<file path="src/rtl/spell_trace_generator.sv">
// Target spell trace generator: picks an origin cell on the 4x4 grid and reveals
// an adjacent-cell random walk one cell per STEP_CYCLES, then holds it for scoring.
module spell_trace_generator #(
  parameter int unsigned STEP_CYCLES = 25000000,
  parameter int unsigned HOLD_CYCLES = 50000000,
  parameter int unsigned TRACE_LEN   = 6,
  parameter logic [15:0] LFSR_SEED   = 16'hACE1
) (
  input  logic        clk,
  input  logic        reset,
  input  logic        start,
  input  logic        learn_mode,
  input  logic [4:0]  origin_sel,
  output logic [15:0] displayed_trace,
  output logic        reset_trace,
  output logic [5:0]  origin,
  output logic [5:0]  next,
  output logic        trace_visible,
  output logic        busy,
  output logic        done,
  output logic [2:0]  state_dbg
);

  localparam int unsigned TMAX = (STEP_CYCLES > HOLD_CYCLES) ? STEP_CYCLES : HOLD_CYCLES;
  localparam int TW = $clog2(TMAX + 1);

  typedef enum logic [2:0] {
    S_IDLE  = 3'd0,
    S_CLEAR = 3'd1,
    S_STEP  = 3'd2,
    S_HOLD  = 3'd3,
    S_DONE  = 3'd4
  } state_e;

  state_e        state_q, state_d;
  logic [15:0]   lfsr_q, lfsr_d;
  logic [TW-1:0] timer_q, timer_d;
  logic [4:0]    count_q, count_d;
  logic [15:0]   trace_q, trace_d;
  logic [3:0]    origin_q, origin_d;
  logic [3:0]    next_q, next_d;
  logic          valid_q, valid_d;
  logic          done_q, done_d;

  logic          lfsr_fb;
  logic [4:0]    probe_r;
  logic          step_found;
  logic [3:0]    step_cell;
  logic [3:0]    origin_pick;

  // Returns {legal, target}: legal when the move stays on the grid without
  // row wrap and lands on a cell that is not yet part of the trace.
  function automatic logic [4:0] probe(input logic [3:0] c, input logic [1:0] dir,
                                       input logic [15:0] tr);
    logic [3:0] t;
    logic       on_grid;
    t       = c;
    on_grid = 1'b0;
    case (dir)
      2'd0:    begin on_grid = (c > 4'd3);         t = c - 4'd4; end
      2'd1:    begin on_grid = (c[1:0] != 2'd3);   t = c + 4'd1; end
      2'd2:    begin on_grid = (c < 4'd12);        t = c + 4'd4; end
      default: begin on_grid = (c[1:0] != 2'd0);   t = c - 4'd1; end
    endcase
    return {on_grid && !tr[t], t};
  endfunction

  always_ff @(posedge clk) begin
    if (reset) begin
      state_q  <= S_IDLE;
      lfsr_q   <= LFSR_SEED;
      timer_q  <= '0;
      count_q  <= '0;
      trace_q  <= '0;
      origin_q <= '0;
      next_q   <= '0;
      valid_q  <= 1'b0;
      done_q   <= 1'b0;
    end else begin
      state_q  <= state_d;
      lfsr_q   <= lfsr_d;
      timer_q  <= timer_d;
      count_q  <= count_d;
      trace_q  <= trace_d;
      origin_q <= origin_d;
      next_q   <= next_d;
      valid_q  <= valid_d;
      done_q   <= done_d;
    end
  end

  always_comb begin
    lfsr_fb     = lfsr_q[0] ^ lfsr_q[2] ^ lfsr_q[3] ^ lfsr_q[5];
    state_d     = state_q;
    lfsr_d      = {lfsr_fb, lfsr_q[15:1]};
    timer_d     = timer_q;
    count_d     = count_q;
    trace_d     = trace_q;
    origin_d    = origin_q;
    next_d      = next_q;
    valid_d     = valid_q;
    done_d      = 1'b0;
    probe_r     = '0;
    step_found  = 1'b0;
    step_cell   = '0;
    origin_pick = origin_sel[4] ? origin_sel[3:0] : lfsr_q[3:0];

    // Preferred direction first, then rotate clockwise through the rest.
    for (int i = 0; i < 4; i++) begin
      probe_r = probe(next_q, lfsr_q[1:0] + 2'(i), trace_q);
      if (!step_found && probe_r[4]) begin
        step_found = 1'b1;
        step_cell  = probe_r[3:0];
      end
    end

    case (state_q)
      S_IDLE, S_DONE: begin
        if (start) begin
          state_d = S_CLEAR;
          trace_d = '0;
          valid_d = 1'b0;
        end
      end
      S_CLEAR: begin
        trace_d  = 16'd1 << origin_pick;
        origin_d = origin_pick;
        next_d   = origin_pick;
        valid_d  = 1'b1;
        count_d  = 5'd1;
        timer_d  = '0;
        state_d  = S_STEP;
      end
      S_STEP: begin
        if (timer_q == TW'(STEP_CYCLES - 1)) begin
          timer_d = '0;
          if (step_found) begin
            trace_d = trace_q | (16'd1 << step_cell);
            next_d  = step_cell;
            count_d = count_q + 5'd1;
            if (count_q + 5'd1 == 5'(TRACE_LEN)) state_d = S_HOLD;
          end else begin
            state_d = S_HOLD;
          end
        end else begin
          timer_d = timer_q + TW'(1);
        end
      end
      S_HOLD: begin
        if (learn_mode) begin
          timer_d = '0;
        end else if (timer_q == TW'(HOLD_CYCLES - 1)) begin
          timer_d = '0;
          state_d = S_DONE;
          done_d  = 1'b1;
        end else begin
          timer_d = timer_q + TW'(1);
        end
      end
      default: state_d = S_IDLE;
    endcase
  end

  always_comb begin
    displayed_trace = trace_q;
    reset_trace     = (state_q == S_CLEAR);
    origin          = valid_q ? {2'b00, origin_q} : 6'h3F;
    next            = valid_q ? {2'b00, next_q} : 6'h3F;
    trace_visible   = (state_q == S_STEP) || (state_q == S_HOLD);
    busy            = (state_q == S_CLEAR) || (state_q == S_STEP) || (state_q == S_HOLD);
    done            = done_q;
    state_dbg       = state_q;
  end

endmodule

</file>
<file path="config.mk">
export PLATFORM = sky130hd
export DESIGN_NAME = spell_trace_generator
export DESIGN_NICKNAME = d
export VERILOG_FILES = /design/src/rtl/spell_trace_generator.sv
export SDC_FILE = /design/constraint.sdc
export NUM_CORES = 1
export LEC_CHECK = 0
export CAP_MARGIN = 0
export CORE_MARGIN = 3
export CORE_UTILIZATION = 60
export CTS_CLUSTER_SIZE = 24
export DETAILED_ROUTE_END_ITERATION = 16
export PLACE_DENSITY = 0.9
export SYNTH_ARGS = -nofsm -noshare
export SYNTH_HDL_FRONTEND = slang
export SYNTH_SLANG_ARGS = --single-unit
</file>
<file path="constraint.sdc">
create_clock -name clk -period 7.55 [get_ports clk]
set_input_delay 1.1325 -clock clk [delete_from_list [all_inputs] [get_ports clk]]
set_output_delay 1.1325 -clock clk [all_outputs]
set_load 0.05 [all_outputs]
</file>
* After elaboration in Yosys (flattened, before gate mapping) *
Cells that the tools add are included.
W data, S select, Z words.

storage, ports and cells
  register bits after elaboration = 76
  output and inout port bits = 35

operators by class
  add/sub/neg operators = 9
  order comparisons = 6
  equal/unequal tests = 22
  shift operators = 2
  mux-type cells = 51
  bitwise operators = 5
  reduce and logical (&&, ||, !) cells = 33

operators with widths
  operator                 count
  $mux W26                 3
  $pmux W26 S3             1
  $mux W16                 3
  $pmux W16 S3             1
  $pmux W4 S3              4
  $shl A1 B4 Y16 const A   2
  $mux W4                  7
  $add A26 B1 Y26 const B  1
  $eq A26 B25 Y1 const B   1
  $eq A26 B26 Y1 const B   1
  $lt A4 B5 Y1 const B     4
  $mux W3                  6
  $bmux W1 S4              4
  $or A16 B16 Y16          1
  $mux W6                  2
  $ne A2 B2 Y1 const B     6
  $pmux W1 S3              4
  $pmux W3 S4              1
  $mux W1                  10
  $mux W5                  2
  $pmux W5 S2              1
  $eq A2 B1 Y1 const B     4
  $eq A2 B2 Y1 const B     4
  $logic_not A2 Y1         4
  30 further kinds         51

* Depth between registers and ports, before layout *
  depth after elaboration = 21
  mapped depth = 15

* Worst setup path before layout *
OpenSTA, ideal clock, no wires.

  kind = flip-flop to flip-flop
  from = register next_q[0]
  to = register trace_q[1] (netlist: displayed_trace[1])
  arrival = 3.714 ns
  slack = 3.741 ns
  cell stages (with the launch flop) = 15
  buffers on the path = 2
  period minus slack after synthesis = 3.809 ns
  cell sequence = dfxtp_1 -> buf_2 -> inv_1 -> ha_1 -> xnor2_4 -> mux2i_1 -> a311oi_1 -> a32o_1 -> o22ai_4 -> or3_1 -> a311oi_2 -> nor2b_1 -> buf_6 -> or4_1 -> a221oi_1

on the way
  longest elaborated chain between the ends = 21
  elaborated cells on any way between the ends = 53
  those cells by class = add/sub (4); order compare (2); eq/ne (2); shift (1); mux (27); bitwise (1); reduce/logical (16)

ends and longest elaborated chain
  item                                         RTL line  source
  start: declaration                           41        logic [3:0] next_q, next_d;
  start signal: assignment                     86        next_q <= next_d;
  $sub A4 B1 Y4, or another cell as far along  63        default: begin on_grid = (c[1:0] != 2'd0); t = c - 4'd1; end
  $pmux W4 S3                                  59        case (dir)
  $bmux W1 S4                                  65        return {on_grid && !tr[t], t};
  $mux W1 (not written as such)                65
  $logic_not A1 Y1                             65
  $logic_and A1 B1 Y1                          65
  $mux W1                                      111       if (!step_found && probe_r[4]) begin
  $logic_not A1 Y1                             111
  (+5 left out)                                n/a
  $logic_not A1 Y1                             111
  $logic_and A1 B1 Y1                          111
  $mux W4                                      111
  $shl A1 B4 Y16                               138       trace_d = trace_q | (16'd1 << step_cell);
  $or A16 B16 Y16                              138
  $mux W16                                     137       if (step_found) begin
  $mux W16                                     135       if (timer_q == TW'(STEP_CYCLES - 1)) begin
  $pmux W16 S3                                 117       case (state_q)
  end signal: assignment                       84        trace_q <= trace_d;
  end: declaration                             39        logic [15:0] trace_q, trace_d;

Parallel ways exist; a longest one is shown, timed or not. The select of a mux whose other input is x is not followed.
A chain may end at the register's enable or synchronous reset.

* Worst setup path after layout *
  from = register next_q[1]
  to = register count_q[2]

on the way
  longest elaborated chain between the ends = 18
  elaborated cells on any way between the ends = 44
  those cells by class = add/sub (4); order compare (2); eq/ne (2); mux (20); reduce/logical (16)

ends and longest elaborated chain
  item                                         RTL line  source
  $sub A4 B1 Y4, or another cell as far along  63
  $pmux W4 S3                                  59
  $bmux W1 S4                                  65
  $mux W1 (not written as such)                65
  $logic_not A1 Y1                             65
  $logic_and A1 B1 Y1                          65
  $mux W1                                      111
  $logic_not A1 Y1                             111
  (+2 left out)                                n/a
  $logic_not A1 Y1                             111
  $logic_and A1 B1 Y1                          111
  $mux W1                                      111
  $logic_not A1 Y1                             111
  $logic_and A1 B1 Y1                          111
  $mux W1 *                                    111
  $ne A2 B2 Y1 (no line) *                     n/a
  $reduce_and A3 Y1 (no line) *                n/a
  end signal: assignment                       83        count_q <= count_d;
  end: declaration                             38        logic [4:0] count_q, count_d;

Mark *: on every way between the ends. The rest lies on a longest branch, timed or not. The select of a mux whose other input is x is not followed.

==> run summary <==
CTS Hold Bufs = 0
CP cell instances = inv_1 -> ha_1 -> mux2_2 -> o21ai_1 -> and2_1 -> mux4_2 -> a22oi_4 -> nand3_1 -> o211a_1 -> nor2_1 -> o21ai_0 -> a21oi_1
Fin Setup TNS = 0 ns
Vias = 5250
DRT Pass-1 Iters = 5
Vias in the first global route = 4931
Switching share of total power = 47.0%
Drt initial violations = 553
Max_cap viols = 0
Status = complete, no violations
Final hold violations = 0
Ys flop type = dfxtp_1
RSZ-0062 raised after global routing = no
Flop-to-flop setup slack = 2.70 ns
Yosys synthesis warning count = 0
Clk_lat worst skew = 0.36 ns
Core area = 8300 µm²
DRC Markers = 0
Net Count, Synth = 672
ANT cells = 0
Critical path class = reg -> reg
Num rows = 33
Slowest CP cell = nor2_1
Post-CTS setup buffers = 0
Max IR drop VDD = 0.000143 V
I/O Pins = 44
Final worst path period share = 64.3%
Clock slew at reported path FFs = 0.09 ns
H-tree Lvls = 3
Flop pwr share = 29.0%
Commonest non-fill, non-tap cell in the layout = dfxtp_1
Via/cell ratio = 6.74
Die area = 9760 µm²
CTS Buf Count = 9
Post-layout nets = 685
Cell variety after synth = 74
Leak = 2.01 nW
GPL Wtd Cong = 0.998
Initial antenna violation count = 0
Post-Route Skew = 0.0104 ns
Post-DRT Antenna Nets = 0
Total global routing track utilization = 29.7%
Sequential area share after synthesis = 29.5%
Cells after Synth = 656
Pwr per Cell Area = 287 nW/µm²
Hold Slack = 0.420 ns
CTS tree = built
Routed len/inst = 18.8 µm
Initial cell density of the core = 62.2%
Pwr Total = 1.64 mW
Largest fanout on the critical path = 19
Post-route insts no fill = 779
Comb pwr share = 51.0%
Pin count of the biggest net entering global routing = 77
Avg Inst Size Synth = 7.87 µm²
Critical path arrival = 5.14 ns
Worst setup EP type = flop
Post_cts resized = 0
Worst slew pin tran = 1.05 ns
Internal = 0.870 mW
Switching power = 0.773 mW
Flop and latch count out of synthesis = 76
Die Y = 98.8 µm
Area delta synth->final = 11.0%
Post-synth EDFFs = 0
First-pass GRT wire length = 23.7 mm
Slew margin rel. = 29.6%
Most frequent cells in the layout = 76 x dfxtp_1, 70 x nor2_1, 58 x nand2_1
Remaining global-route overflow = 0
Port-buffer cells = 43
Clock group share of total power = 20.0%
Inst Count DP = 763
Worst setup SP type = flop
Post-Syn Area = 5160 µm²
DP Wirelength = 10.3 mm
Layout cells sized above 1 = 8.75%
Final WL = 14.7 mm
Root Buffer = clkbuf_8
Die Width = 98.8 µm
Worst stage delay on the critical path = 0.89 ns
Clock Sinks = 76
Final Max Tran Viols = 0
Final min period = 4.85 ns
Worst min path class = reg -> reg
Critical path required time = 7.83 ns
FFs w/ async S/R, synth = 0%
Fmax achieved = 206 MHz
Buffer depth of the longest clock path = 2
Final setup viols = 0
==> registers in the layout, indices dropped and copies added, names as in the netlist <==
name	flops
valid_q	1
origin_q	4
next_q	4
done	1
timer_q	26
count_q	5
lfsr_q	16
state_dbg	3
displayed_trace	16
==> kinds of logic (layout without fill, tap and decap cells) <==
group / Yosys count / count (layout) / share of synthesized area [%]
AO/OA/AOI/OAI: 184 / 184 / 24.7
XOR/XNOR: 9 / 9 / 2.40
adder cells (fa/ha/maj): 7 / 7 / 1.70
buffers and inverters: 58 / 76 / 5.26
flip-flops: 76 / 76 / 29.5
multiplexers: 42 / 42 / 8.92
AND/OR/NAND/NOR: 280 / 280 / 27.5
==> final cells by class <==
| class | count | area, µm² |
|---|---|---|
| flip-flops and latches | 76 | 1520 |
| multi-input cells | 522 | 3370 |
| inverters | 14 | 52.6 |
| repair buffers | 46 | 448 |
| clock buffers | 9 | 124 |
| fillers | 661 | 2570 |
| clock inverters | 7 | 81.3 |
| well taps | 105 | 131 |
==> cells in the mapped netlist (10+ instances only) <==
library cell,instances,area [µm²]
a211oi_1,11,82.6
a21oi_1,52,260
a221oi_1,13,114
a311oi_1,10,87.6
and3_1,13,81.3
clkbuf_1,25,93.8
dfxtp_1,76,1520
inv_1,13,48.8
mux2i_1,31,310
nand2_1,58,218
nand2b_1,14,87.6
nand3_1,24,120
nand4_1,13,81.3
nor2_1,70,263
nor2b_1,22,138
nor3_1,18,90.1
o21ai_0,43,215
or2_2,11,68.8
==> power by group through the flow <==
| stage | sequential (mW) | clock (mW) | combinational [mW] |
|---|---|---|---|
| global route | 0.481 | 0.344 | 0.898 |
| global placement | 0.481 | 0 | 0.800 |
| CTS | 0.475 | 0.328 | 0.821 |
| floorplan | 0.470 | 0 | 0.652 |
| detailed placement | 0.483 | 0 | 0.813 |
| finish | 0.477 | 0.328 | 0.838 |
==> routing by layer <==
metal / track usage (%) / share of wire, % / vias to the layer above
met1: 38.0 / 40 / 2448
met3: 7.71 / 10 / 62
met5: 0 / 0 / -
met4: 12.2 / 3.8 / 0
met2: 47.7 / 46 / 296
li1: - / - / 2444
==> metrics by stage <==
step	utilization [%]	worst slack (ns)	cell area, µm²
6_report	69.0	2.70	5730
4_1_cts	69.0	2.82	5730
5_1_grt	69.0	2.42	5730
2_1_floorplan	-	3.74	5160
3_5_place_dp	66.6	2.86	5520
3_3_place_gp	66.6	3.10	5520
==> final timing paths <==
check,start,endpoint,cells after the start
max reg2reg,next_q[1]$_SDFFE_PP0P_,count_q[2]$_SDFFE_PP0P_,12
min reg2reg,lfsr_q[6]$_SDFF_PP1_,lfsr_q[5]$_SDFF_PP1_,1
min,lfsr_q[6]$_SDFF_PP1_,lfsr_q[5]$_SDFF_PP1_,1
max,next_q[1]$_SDFFE_PP0P_,count_q[2]$_SDFFE_PP0P_,12
==> critical path, delay by kind of cell, from the launching register on <==
| family | cells | cell delay (ns) |
|---|---|---|
| DFF | 1 | 0.74 |
| AOI/OAI and AO/OA | 5 | 1.33 |
| and+or+nand+nor | 3 | 1.28 |
| buffers and inverters | 1 | 0.23 |
| muxes | 2 | 0.90 |
| adders and majority gates | 1 | 0.30 |
No activity file was read; power rests on OpenSTA's default activity.
